## config.mk

```make
export PLATFORM = sky130hd
export DESIGN_NAME = div_thread_sched
export DESIGN_NICKNAME = d
export VERILOG_FILES = /design/src/rtl/div_thread_sched.sv
export SDC_FILE = /design/constraint.sdc
export NUM_CORES = 1
export LEC_CHECK = 0
export CORE_MARGIN = 8
export CORE_UTILIZATION = 25
export CTS_BUF_LIST = sky130_fd_sc_hd__clkbuf_8
export CTS_CLUSTER_SIZE = 24
export DETAILED_ROUTE_END_ITERATION = 12
export GPL_ROUTABILITY_DRIVEN = 0
export GPL_TIMING_DRIVEN = 0
export PLACE_DENSITY_LB_ADDON = 0.05
export SETUP_SLACK_MARGIN = 0.1
export SLEW_MARGIN = 20
export SYNTH_ARGS = -nofsm -noshare
export SYNTH_HDL_FRONTEND = slang
export SYNTH_SLANG_ARGS = --single-unit
export TNS_END_PERCENT = 50
```

## constraint.sdc

```tcl
create_clock -name clk -period 2.2 [get_ports clk]
set_clock_uncertainty 0.1 [all_clocks]
set_input_delay 0.33 -clock clk [delete_from_list [all_inputs] [get_ports clk]]
set_output_delay 0.33 -clock clk [all_outputs]
set_load 0.03 [all_outputs]
```

## src/rtl/div_thread_sched.sv

```systemverilog
// Round-robin sharing of one sequential divider among NTHREADS threads, with flush and hang watchdog.
// Ack same cycle as grant, div_en next cycle, result one cycle after div_complete; requests wait while busy or div_ready=0.
module div_thread_sched #(
   parameter int NTHREADS = 4,
   parameter int TID_W    = 2,
   parameter int TIMEOUT  = 64
) (
   input  logic                   clk,
   input  logic                   reset,
   input  logic [NTHREADS-1:0]    req_valid,
   input  logic [NTHREADS*32-1:0] req_a,
   input  logic [NTHREADS*32-1:0] req_b,
   input  logic [NTHREADS-1:0]    req_uns,
   input  logic [NTHREADS-1:0]    req_oe,
   output logic [NTHREADS-1:0]    req_ack,
   input  logic [NTHREADS-1:0]    flush,
   output logic                   div_en,
   output logic                   div_uns,
   output logic [31:0]            div_a,
   output logic [31:0]            div_b,
   input  logic                   div_ready,
   input  logic                   div_complete,
   input  logic [31:0]            div_quot,
   input  logic                   div_ov,
   output logic                   res_valid,
   output logic [TID_W-1:0]       res_thread,
   output logic [31:0]            res_quot,
   output logic                   res_ov,
   output logic                   res_oe,
   output logic                   timeout_err
);

   localparam int WD_W = $clog2(TIMEOUT + 1);

   localparam logic [1:0] ST_IDLE  = 2'd0;
   localparam logic [1:0] ST_START = 2'd1;
   localparam logic [1:0] ST_BUSY  = 2'd2;
   localparam logic [1:0] ST_DONE  = 2'd3;

   logic [1:0]          state_q, state_d;
   logic [TID_W-1:0]    rr_ptr_q, rr_ptr_d;
   logic [TID_W-1:0]    owner_q;
   logic [WD_W-1:0]     wd_q, wd_d;
   logic [31:0]         a_q, b_q, quot_q;
   logic                uns_q, oe_q, ov_q;
   logic                cancel_q;
   logic                timeout_q;

   logic [NTHREADS-1:0] eligible;
   logic [TID_W-1:0]    pick, cand;
   logic                found;
   logic                grant;
   logic                wd_expire;
   logic                owner_flush;

   // A flush on a waiting thread hides it from this cycle's arbitration only.
   assign eligible    = req_valid & ~flush;
   assign owner_flush = flush[owner_q];
   assign wd_expire   = (wd_q == WD_W'(TIMEOUT - 1));

   always_comb begin
      found = 1'b0;
      pick  = '0;
      cand  = '0;
      for (int i = 0; i < NTHREADS; i++) begin
         cand = TID_W'((int'(rr_ptr_q) + i) % NTHREADS);
         if (!found && eligible[cand]) begin
            found = 1'b1;
            pick  = cand;
         end
      end
   end

   assign grant   = reset && (state_q == ST_IDLE) && found && div_ready;
   assign req_ack = grant ? (NTHREADS'(1) << pick) : '0;

   always_comb begin
      state_d  = state_q;
      rr_ptr_d = rr_ptr_q;
      wd_d     = wd_q;
      case (state_q)
         ST_IDLE: begin
            if (grant) begin
               state_d  = ST_START;
               rr_ptr_d = (pick == TID_W'(NTHREADS - 1)) ? '0 : pick + 1'b1;
            end
         end
         ST_START: begin
            wd_d    = '0;
            state_d = ST_BUSY;
         end
         ST_BUSY: begin
            wd_d = wd_q + 1'b1;
            if (div_complete) begin
               state_d = ST_DONE;
            end else if (wd_expire) begin
               state_d = ST_IDLE;
            end
         end
         ST_DONE: begin
            state_d = ST_IDLE;
         end
         default: begin
            state_d = ST_IDLE;
         end
      endcase
   end

   always_ff @(posedge clk or negedge reset) begin
      if (!reset) begin
         state_q   <= ST_IDLE;
         rr_ptr_q  <= '0;
         wd_q      <= '0;
         owner_q   <= '0;
         a_q       <= '0;
         b_q       <= '0;
         uns_q     <= 1'b0;
         oe_q      <= 1'b0;
         quot_q    <= '0;
         ov_q      <= 1'b0;
         cancel_q  <= 1'b0;
         timeout_q <= 1'b0;
      end else begin
         state_q   <= state_d;
         rr_ptr_q  <= rr_ptr_d;
         wd_q      <= wd_d;
         timeout_q <= (state_q == ST_BUSY) && !div_complete && wd_expire;
         if (grant) begin
            owner_q  <= pick;
            a_q      <= req_a[32*int'(pick) +: 32];
            b_q      <= req_b[32*int'(pick) +: 32];
            uns_q    <= req_uns[pick];
            oe_q     <= req_oe[pick];
            cancel_q <= 1'b0;
         end else if ((state_q == ST_START) || (state_q == ST_BUSY)) begin
            // Sticky: any owner flush between launch and result kills the result.
            cancel_q <= cancel_q | owner_flush;
         end
         if ((state_q == ST_BUSY) && div_complete) begin
            quot_q <= div_quot;
            ov_q   <= div_ov;
         end
      end
   end

   assign div_en      = (state_q == ST_START);
   assign div_a       = a_q;
   assign div_b       = b_q;
   assign div_uns     = uns_q;

   assign res_valid   = (state_q == ST_DONE) && !cancel_q && !owner_flush;
   assign res_thread  = res_valid ? owner_q : '0;
   assign res_quot    = res_valid ? quot_q  : '0;
   assign res_ov      = res_valid && ov_q;
   assign res_oe      = res_valid && oe_q;
   assign timeout_err = timeout_q;

endmodule
```

# Word level (Yosys, flattened, before mapping)
# Cells that the tools add are included.
# op_classes
n_addsub	5
n_lt_le_gt_ge	6
eq_ne	7
shift	3
n_mux	33
bitwise	3
n_reduce_logical	25
# ops
cell	count
128-bit by 8-bit indexed part select with 32-bit output	2
32-bit two-way mux	1
2-bit by 3-bit less-than comparator with 1-bit output (second input constant)	6
2-bit two-way mux	9
1-bit binary-select mux with 2-bit select	7
7-bit one-hot mux with 2 select lines	1
1-bit logical AND	13
1-bit two-way mux	13
2-bit one-hot mux with 4 select lines	1
7-bit by 1-bit adder with 7-bit output (second input constant)	1
7-bit by 6-bit equality test with 1-bit output (second input constant)	1
2-bit equality test (second input constant)	3
1-bit logical NOT	6
2-bit by 1-bit adder with 2-bit output (second input constant)	2
2-bit adder (second input constant)	2
4-bit AND	1
4-bit two-way mux	1
4-bit NOT	1
2-bit AND reduction	2
2-bit nonzero test	2
1-bit by 2-bit left shift with 4-bit output (first input constant)	1
3-bit != test (second input constant)	1
2-bit by 1-bit equality test with 1-bit output (second input constant)	1
2-bit logical NOT	1
3 further kinds	3
# totals
register_bits	114
in_bits	309
out_inout_bits	108
word_cells	94

# Depth between registers and ports, before layout
# Gate-level depths: netlist (run 1).
# depth
word_depth	18
ltp_mapped	9

# Least setup slack after synthesis (run 1)
# Ideal clock, no wire load.
# synth_path
kind	reg2out
start	register owner_q[1]
end	output res_quot[22]
arrival_time_ps	2025
required_time_ps	1770
path_slack_ps	-255
path_stages_with_launch	5
path_buffers	1
cell_sequence	dfrtp_1 mux4_2 nor3b_2 clkbuf_1 and2_1
# synth_between
elab_chain_cells	5
# synth_rtl
item	line_no	source
from (decl)	42	logic [TID_W-1:0] owner_q;
from (signal assigned)	129	owner_q <= pick;
1-bit binary-select mux with 2-bit select	58	assign owner_flush = flush[owner_q];
1-bit two-way mux (implied by the code)	58	
1-bit logical NOT	151	assign res_valid = (state_q == ST_DONE) && !cancel_q && !owner_flush;
1-bit logical AND	151	
net res_valid	25	output logic res_valid,
32-bit two-way mux	153	assign res_quot = res_valid ? quot_q : '0;
to (decl)	27	output logic [31:0] res_quot,
# The timed path passes the listed nets, and every way through them passes these cells. The select of a mux whose other input is x is not followed.

# Final worst setup path (run 1)
# layout_path
start	register owner_q[1]
end	output res_quot[7]
# layout_between
elab_chain_cells	5
# layout_rtl
item	line_no
1-bit binary-select mux with 2-bit select	58
1-bit two-way mux (implied by the code)	58
1-bit logical NOT	151
1-bit logical AND	151
32-bit two-way mux	153
# Every way passes these cells. The select of a mux whose other input is x is not followed.

==> results.toml, run 1 <==
[status]
run_status = "finished with violations"
violations = "negative setup slack"

[yosys]
synth_area_leaders = "dfrtp_1 (40%), mux2i_1 (9.3%), a211oi_2 (7.3%), and2_1 (6.7%), mux2_2 (5.2%)"
ys_types = 47
yosys_warnings = 0
ys_ff_latch = 114
ys_seq_area_share_pct = 39.7
avgSynthCellArea_um2 = 10.6
synth_largest_area_cell = "dfrtp_1"
synth_top_flop_cell = "dfrtp_1"
synthArstFlopShare_pct = 100
synth_edf_count = 0
synth_area_um2 = 7180
synthCells = 678
synthDominantCellAreaShare_pct = 39.7
synthesis.nets = 997

[setup_path]
end_kind = "primary output"
cpPeakStageDelay_ps = 570
required_ps = 1770
crit_path_cell_trace = "mux4_2 -> nor3b_4 -> buf_12 -> clkbuf_16 -> and2_2 -> buf_6"
startpoint_type = "flop"
path_class = "reg2out"
cp.arrival_ps = 2260
worstPathMaxFanout = 10
crit_path_top_delay_cell = "mux4_2"

[place]
post-place-ws_ps = -1700
hpwl_um = 27500
io_buffers = 416
dpl_cell_area_um2 = 11900
place_inst = 1479

[timing]
final-hold-violation-count = 0
relSlewSlack_pct = 58.2
rsz0062_at_grt = "true"
fmax_mhz = 372
worst_pin_slew_ps = 627
setup-violations-final = 45
slew_violations = 0
setup_ws_ps = -486
fin_setup_tns_ps = -18540
finalCriticalPeriod_ps = 2690
period_share_pct = 122
fin_hold_ws_ps = 365

[routing]
drt-total-wl_um = 35800
drc_errors = 0
dr.pass1.iters = 6
wl_per_cell_um = 23.0
viasPerCell = 4.79
vias = 7457
drt.antenna.violating_nets = 0
drtIter0Drc = 226

[layout]
fin_cells = 1557
finish.utilization_pct = 48.6
drive_gt1_share_pct = 32.5
area_growth_pct = 92.6
mostFrequentLayoutCell = "clkdlybuf4s50_1"
final_cell_mix = "clkdlybuf4s50_1 (367), dfrtp_1 (113), buf_6 (50), a211oi_2 (47), o21ai_0 (46)"
fin_nets = 1476
fin_area_um2 = 13800

[grt]
grt_pass1_vias = 8110
grt_max_degree = 63
groute.usage.overall_pct = 19.9
antenna_found_initial = 3
overflow = 0
grt_pass1_wl_um = 50900

[hold_path]
min_path_type = "reg2reg"

[clock_tree]
clk_latency_ps = 450
cts.sinks = 114
cts.clk_slew.worst_paths_ps = 90
cts_buffer_depth = 2
cts_tree = "built"
cts_htree_levels = 4
root_buffer = "clkbuf_8"
numCtsBuffers = 17

[pwr]
ir_drop_mv = 0.446
p_leak_nw = 5.87
power_density_nw_per_um2 = 1040
clockPowerShare_pct = 16.5
intPower_mw = 8.31
swShare_pct = 42.1
comb_power_share_pct = 58.1
p_seq_share_pct = 25.4
switchingPower_mw = 6.03
total_power_mw = 14.3

[floorplanning]
dieHeight_um = 186
dieWidth_um = 186
start_util_pct = 25.2
fp-row-count = 62
ios = 417
die_area_um2 = 34400
coreArea_um2 = 28500

[flow_run]
drv_cap = 0
## final timing paths
path,slack [ps],start,cells after the start,endpoint
worst max register to register,0,rr_ptr_q[0]$_DFFE_PN0P_,8,div_a[11]$_DFFE_PN0P_
worst max-delay path,-490,owner_q[1]$_DFFE_PN0P_,6,res_quot[7]
worst min register to register,360,wd_q[6]$_DFFE_PN0P_,1,timeout_err$_DFF_PN0_
max in group asynchronous,1140,reset,3,oe_q$_DFFE_PN0P_
worst min-delay path,360,wd_q[6]$_DFFE_PN0P_,1,timeout_err$_DFF_PN0_
min in group asynchronous,510,reset,3,quot_q[10]$_DFFE_PN0P_
## Yosys cell counts (5+ instances only)
master / instances
a211oi_1: 16
a211oi_2: 42
a21oi_1: 7
a221oi_1: 37
and2_1: 77
buf_12: 7
buf_2: 14
clkbuf_1: 38
dfrtp_1: 114
ha_1: 10
inv_1: 9
mux2_2: 33
mux2i_1: 67
nand2_1: 13
nand2b_1: 5
nand3_1: 7
nor2_1: 36
o211a_1: 30
o21ai_0: 46
o22ai_1: 37
## critical path, delay by kind of cell (launching register included)
| family | cells | cell delay (ps) |
|---|---|---|
| buf+inv | 3 | 440 |
| simple gates | 2 | 400 |
| flops | 1 | 390 |
| mux | 1 | 570 |
## cell families after synthesis
group,count (synthesis),synth area share (%)
mux,101,14.8
buf+inv,75,6.10
compound gates,226,26.0
xor+xnor,1,0.122
fa+ha+maj,10,1.74
simple gates,151,11.5
flops,114,39.7
## cell type report
type / instances / area [um^2]
Timing Repair Buffer: 461 / 4750
Antenna cell: 3 / 7.51
Clock buffer: 17 / 234
Inverter: 10 / 45.0
Tap cell: 384 / 480
Fill cell: 2713 / 14600
Multi-Input combinational cell: 489 / 4600
Clock inverter: 15 / 220
Buffer: 64 / 652
Sequential cell: 114 / 2850
## routing by layer
| layer | up-vias | part of all wire, % | wire length [um] | track usage [%] |
|---|---|---|---|---|
| li1 | 3525 | - | - | - |
| met1 | 3611 | 39 | 13900 | 22.3 |
| met3 | 30 | 9.2 | 3280 | 8.12 |
| met5 | - | 0.034 | 12 | 0 |
| met2 | 289 | 50 | 18100 | 34.4 |
| met4 | 2 | 1.4 | 501 | 5.12 |
## power by group through the flow
stage | Sequential, mW | Combinational (mW) | Clock [mW]
2_1_floorplan | 4.82 | 2.93 | 0
3_3_place_gp | 3.65 | 7.16 | 0
3_5_place_dp | 3.68 | 7.15 | 0
4_1_cts | 3.64 | 7.84 | 2.44
5_1_grt | 3.80 | 8.85 | 2.53
6_report | 3.65 | 8.33 | 2.37
## what timing repair did
action,in CTS,in global routing
hold buffers,2,0
buffers inserted,25,13
gates resized for setup,444,97
cloned,1,3
endpoints found under the setup margin,144,133
hold endpoints to repair,52,0
pin swaps,6,10
## state kept, by name (all words and copies together) (netlist names), 2 cells and up
register and cells:
quot_q 32, div_b 32, rr_ptr_q 2, wd_q 7, state_q 2, owner_q 2, div_a 32
Power figures use the tool's default switching activity.
==> run 2, diff against run 1 <==
--- a/config.mk
+++ b/config.mk
@@ -14,7 +14,6 @@
 export GPL_TIMING_DRIVEN = 0
 export PLACE_DENSITY_LB_ADDON = 0.05
 export SETUP_SLACK_MARGIN = 0.1
-export SLEW_MARGIN = 20
 export SYNTH_ARGS = -nofsm -noshare
 export SYNTH_HDL_FRONTEND = slang
 export SYNTH_SLANG_ARGS = --single-unit
==> run 2 against run 1 <==
Net effect:
- cell count rose by 0.13%
- sequential power barely moved
- the run ends with negative hold slack, negative setup slack left
- combinational power rose by 3.6%
- largest cell class unchanged
- global-route usage fell by 0.11 points
- largest power group unchanged
- die area did not move
- hold slack got worse by 610 ps
- design area rose by 1.3%
- utilization rose by 0.65 points
- routed wire length fell by 0.41%
- clock-buffer cell count did not move
- sequential share of layout area fell by 0.27 points
- non-clock buffer count rose by 3
==> results.toml, run 2 (same netlist as run 1, synthesis figures left out) <==
[layout]
fillers = 2704
final_cell_mix = "clkdlybuf4s50_1 (367), dfrtp_1 (113), buf_6 (56), a211oi_2 (48), o21ai_0 (45)"
area_growth_pct = 95.2
mostFrequentLayoutCell = "clkdlybuf4s50_1"
drive_gt1_share_pct = 34.1
finish.utilization_pct = 49.3
fin_cells = 1559
fin_nets = 1479

[floorplanning]
dieHeight_um = 186
dieWidth_um = 186
ios = 417
die_area_um2 = 34400
start_util_pct = 25.2
coreArea_um2 = 28500
fp-row-count = 62

[clock_tree]
root_buffer = "clkbuf_8"
cts_tree = "built"
cts_buffer_depth = 2
cts.sinks = 114
cts.clk_slew.worst_paths_ps = 90
cts_htree_levels = 4
clk_latency_ps = 450
numCtsBuffers = 17

[grt]
grt_pass1_vias = 8082
grt_max_degree = 63
antenna_found_initial = 3
overflow = 0
groute.usage.overall_pct = 19.7
grt_pass1_wl_um = 50700

[timing]
rsz0062_at_grt = "true"
fin_hold_ws_ps = -250
fmax_mhz = 376
period_share_pct = 121
slew_violations = 0
setup_ws_ps = -463
worst_pin_slew_ps = 582
relSlewSlack_pct = 61.2
setup-violations-final = 42
finalCriticalPeriod_ps = 2660
final-hold-violation-count = 52

[status]
run_status = "finished with violations"
violations = "negative hold slack, negative setup slack"

[setup_path]
required_ps = 1770
crit_path_cell_trace = "clkdlybuf4s50_1 -> mux4_2 -> nor3b_4 -> buf_12 -> clkbuf_16 -> and2_4 -> buf_6"
cpPeakStageDelay_ps = 560
end_kind = "primary output"
startpoint_type = "input port"
worstPathMaxFanout = 7
cp.arrival_ps = 2230
crit_path_top_delay_cell = "mux4_2"
r2r_start = "rr_ptr_q[0]$_DFFE_PN0P_"
critPathLaunch = "flush[3]"
path_class = "in2out"

[routing]
drtIter0Drc = 246
drt-total-wl_um = 35700
vias = 7461
wl_per_cell_um = 22.9
dr.pass1.iters = 4
drt.antenna.violating_nets = 0
drc_errors = 0
viasPerCell = 4.79

[place]
place_inst = 1479
io_buffers = 416
hpwl_um = 27500

[flow_run]
drv_cap = 0

[pwr]
p_leak_nw = 5.96
power_density_nw_per_um2 = 1050
ir_drop_mv = 0.468

[hold_path]
min_path_type = "in2async"
[run 2: changes by cell type in the layout (fill, tap and decap cells not counted), sizes merged]
cell and change:
diode -1, buf +6, clkbuf -2, dlymetal6s2s -1
dlygate4sd3 -1, dlygate4sd2 +1
[run 2: area by class of cell]
| type | instances | area (um^2) | share of cell area (%) |
|---|---|---|---|
| Antenna cell | 2 | 5.00 | 0.0357 |
| Buffer | 63 | 651 | 4.64 |
| Clock buffer | 17 | 234 | 1.67 |
| Clock inverter | 15 | 220 | 1.57 |
| Inverter | 10 | 45.0 | 0.321 |
| Multi-Input combinational cell | 489 | 4720 | 33.7 |
| Sequential cell | 114 | 2850 | 20.4 |
| Tap cell | 384 | 480 | 3.43 |
| Timing Repair Buffer | 465 | 4810 | 34.3 |
[run 2: worst paths after layout]
path,slack (ps),to,cells past startpoint
worst min-delay path,-250,quot_q[6]$_DFFE_PN0P_,1
min in group clk,360,timeout_err$_DFF_PN0_,1
worst max register to register,-20,div_b[10]$_DFFE_PN0P_,10
max in group asynchronous,1480,div_a[25]$_DFFE_PN0P_,2
worst max-delay path,-460,res_quot[16],7
worst min register to register,360,timeout_err$_DFF_PN0_,1
[run 2: per-stage QoR]
step	setup TNS, ps	area [um^2]	power [mW]	setup slack, ps
final	-17730	14000	14.7	-463
after global routing	-23020	14000	15.5	-551
after CTS	-19000	13200	13.9	-498
after detailed placement	-111760	11900	10.8	-1680
after global placement	-1046770	11900	10.8	-7020
after floorplan	0	7270	7.75	61.4
[run 2: what timing repair did]
item / in CTS / in global routing
endpoints found under the setup margin: 144 / 137
resized for setup: 431 / 150
setup buffers: 26 / 15
pin swaps: 9 / 57
hold endpoints to repair: 52 / 52
gates cloned: 1 / 6
[run 2: report_power, final]
part	internal (mW)	leakage, nW	switching, mW
sequential	3.11	1.35	0.542
clock	1.27	0.226	1.11
combinational	4.14	4.39	4.49
[run 2: per-layer routing]
metal  routed length, um  share of wire [%]  global-route usage, %
met1               13700                 39                   22.1
met3                3240                9.1                   7.85
met2               18300                 51                   34.7
met4                 416                1.2                   4.58
met5                  13              0.036                      0
[run 2: critical path: cells and delay by family]
kind | cells | cell delay, ps
mux | 1 | 560
simple gates | 2 | 400
buf+inv | 4 | 940
==> run 3, diff against run 2 <==
--- a/config.mk
+++ b/config.mk
@@ -5,10 +5,10 @@
 export SDC_FILE = /design/constraint.sdc
 export NUM_CORES = 1
 export LEC_CHECK = 0
+export CAP_MARGIN = 20
 export CORE_MARGIN = 8
 export CORE_UTILIZATION = 25
 export CTS_BUF_LIST = sky130_fd_sc_hd__clkbuf_8
-export CTS_CLUSTER_SIZE = 24
 export DETAILED_ROUTE_END_ITERATION = 12
 export GPL_ROUTABILITY_DRIVEN = 0
 export GPL_TIMING_DRIVEN = 0
==> run 3 against run 2 <==
Net effect:
- the run still ends with negative hold slack, negative setup slack left
- design area is the same
- utilization stayed put
- power did not move
- highest routed layer unchanged
- fmax unchanged
- first-iteration DRC count stayed put
- clock-buffer cell count unchanged
- sequential share of layout area stayed put
- cell count is the same
- hold slack did not move
- global-route usage unchanged
- flip-flop and latch count unchanged
==> results.toml, run 3 (same netlist as run 1, synthesis figures left out) <==
[layout]
final_cell_mix = "clkdlybuf4s50_1 (367), dfrtp_1 (113), buf_6 (56), a211oi_2 (48), o21ai_0 (45)"
area_growth_pct = 95.2
fin_cells = 1559
drive_gt1_share_pct = 34.1
fin_nets = 1479
fin_area_um2 = 14000
fillers = 2704
mostFrequentLayoutCell = "clkdlybuf4s50_1"

[place]
io_buffers = 416
place_inst = 1479
hpwl_um = 27500
dpl_cell_area_um2 = 11900

[routing]
drt.antenna.violating_nets = 0
drt-total-wl_um = 35700
wl_per_cell_um = 22.9
drc_errors = 0
viasPerCell = 4.79
dr.pass1.iters = 4
vias = 7461
drtIter0Drc = 246

[setup_path]
cpPeakStageDelay_ps = 560
worstPathMaxFanout = 7
startpoint_type = "input port"
required_ps = 1770
crit_path_top_delay_cell = "mux4_2"
crit_path_cell_trace = "clkdlybuf4s50_1 -> mux4_2 -> nor3b_4 -> buf_12 -> clkbuf_16 -> and2_4 -> buf_6"
cp_num_buf_inv = 4
path_class = "in2out"
cp.arrival_ps = 2230
cp_top_family = "buffers and inverters"
end_kind = "primary output"

[floorplanning]
start_util_pct = 25.2
ios = 417
dieHeight_um = 186
coreArea_um2 = 28500
dieWidth_um = 186
die_area_um2 = 34400
fp-row-count = 62

[pwr]
p_seq_share_pct = 24.9
p_leak_nw = 5.96
comb_power_share_pct = 58.9
power_density_nw_per_um2 = 1050
switchingPower_mw = 6.14
intPower_mw = 8.52
ir_drop_mv = 0.468
clockPowerShare_pct = 16.2
swShare_pct = 41.9

[clock_tree]
clk_latency_ps = 450
cts.sinks = 114
cts_tree = "built"
root_buffer = "clkbuf_8"
numCtsBuffers = 17
cts_htree_levels = 4
cts.clk_slew.worst_paths_ps = 90
cts_buffer_depth = 2

[timing]
slew_violations = 0
worst_pin_slew_ps = 582
fmax_mhz = 376
setup-violations-final = 42
period_share_pct = 121
setup_ws_ps = -463
fin_setup_tns_ps = -17730
finalCriticalPeriod_ps = 2660
final-hold-violation-count = 52
rsz0062_at_grt = "true"
fin_hold_ws_ps = -250
relSlewSlack_pct = 61.2

[status]
violations = "negative hold slack, negative setup slack"
run_status = "finished with violations"

[grt]
grt_max_degree = 63
overflow = 0
groute.usage.overall_pct = 19.7
grt_pass1_vias = 8082
grt_pass1_wl_um = 50700
antenna_found_initial = 3

[hold_path]
min_path_type = "in2async"

[flow_run]
drv_cap = 0
## run 3: cell counts in the layout (fill, tap and decap cells not counted)
Identical to the previous run, type by type.
## run 3: final timing paths
path,startpoint,to,slack (ps),cells after the start
min in group clk,wd_q[6]$_DFFE_PN0P_,timeout_err$_DFF_PN0_,360,1
hold / removal,reset,quot_q[6]$_DFFE_PN0P_,-250,1
hold reg to reg,wd_q[6]$_DFFE_PN0P_,timeout_err$_DFF_PN0_,360,1
max in group asynchronous,reset,div_a[25]$_DFFE_PN0P_,1480,2
setup reg to reg,rr_ptr_q[0]$_DFFE_PN0P_,div_b[10]$_DFFE_PN0P_,-20,10
setup / recovery,flush[3],res_quot[16],-460,7
## run 3: power groups by stage
stage               combinational [mW]  sequential [mW]  clock, mW
finish                            8.63             3.65       2.38
global route                      9.19             3.80       2.54
CTS                               7.85             3.64       2.45
detailed placement                7.16             3.68          0
global placement                  7.16             3.65          0
floorplan                         2.93             4.82          0
## run 3: area by class of cell
class                   instances  area (um^2)  share of cell area [%]
diodes                          2         5.00                  0.0357
inverters                      10         45.0                   0.321
clock buffers                  17          234                    1.67
multi-input cells             489         4720                    33.7
well taps                     384          480                    3.43
repair buffers                465         4810                    34.3
flip-flops and latches        114         2850                    20.4
clock inverters                15          220                    1.57
plain buffers                  63          651                    4.64
## run 3: what timing repair did
item	in CTS	in global routing
cloned	1	6
resized for setup	431	150
pin swaps	9	57
setup buffers	26	15
endpoints found under the hold margin	52	52
endpoints found under the setup margin	144	137
## run 3: worst register-to-register path, cell delays in order (launching register included)
cell	delay, ps
dfrtp_1	410
or3b_4	400
o211ai_4	110
buf_6	130
buf_6	80
buf_6	80
buf_6	100
nand2_8	100
clkbuf_16	220
a221oi_2	260
o22ai_1	120
## run 3: metal layers
| layer | vias to the layer above | global-route usage, % | wire length (um) |
|---|---|---|---|
| met2 | 281 | 34.7 | 18300 |
| li1 | 3531 | - | - |
| met3 | 25 | 7.85 | 3240 |
| met1 | 3622 | 22.1 | 13700 |
| met4 | 2 | 4.58 | 416 |
| met5 | - | 0 | 13 |
## run 3: through the flow
stage / worst slack [ps] / total power [mW] / utilization [%]
after detailed placement: -1680 / 10.8 / 42.0
after CTS: -498 / 13.9 / 46.3
after global routing: -551 / 15.5 / 49.3
final: -463 / 14.7 / 49.3
after global placement: -7020 / 10.8 / 41.9
after floorplan: 61.4 / 7.75 / -
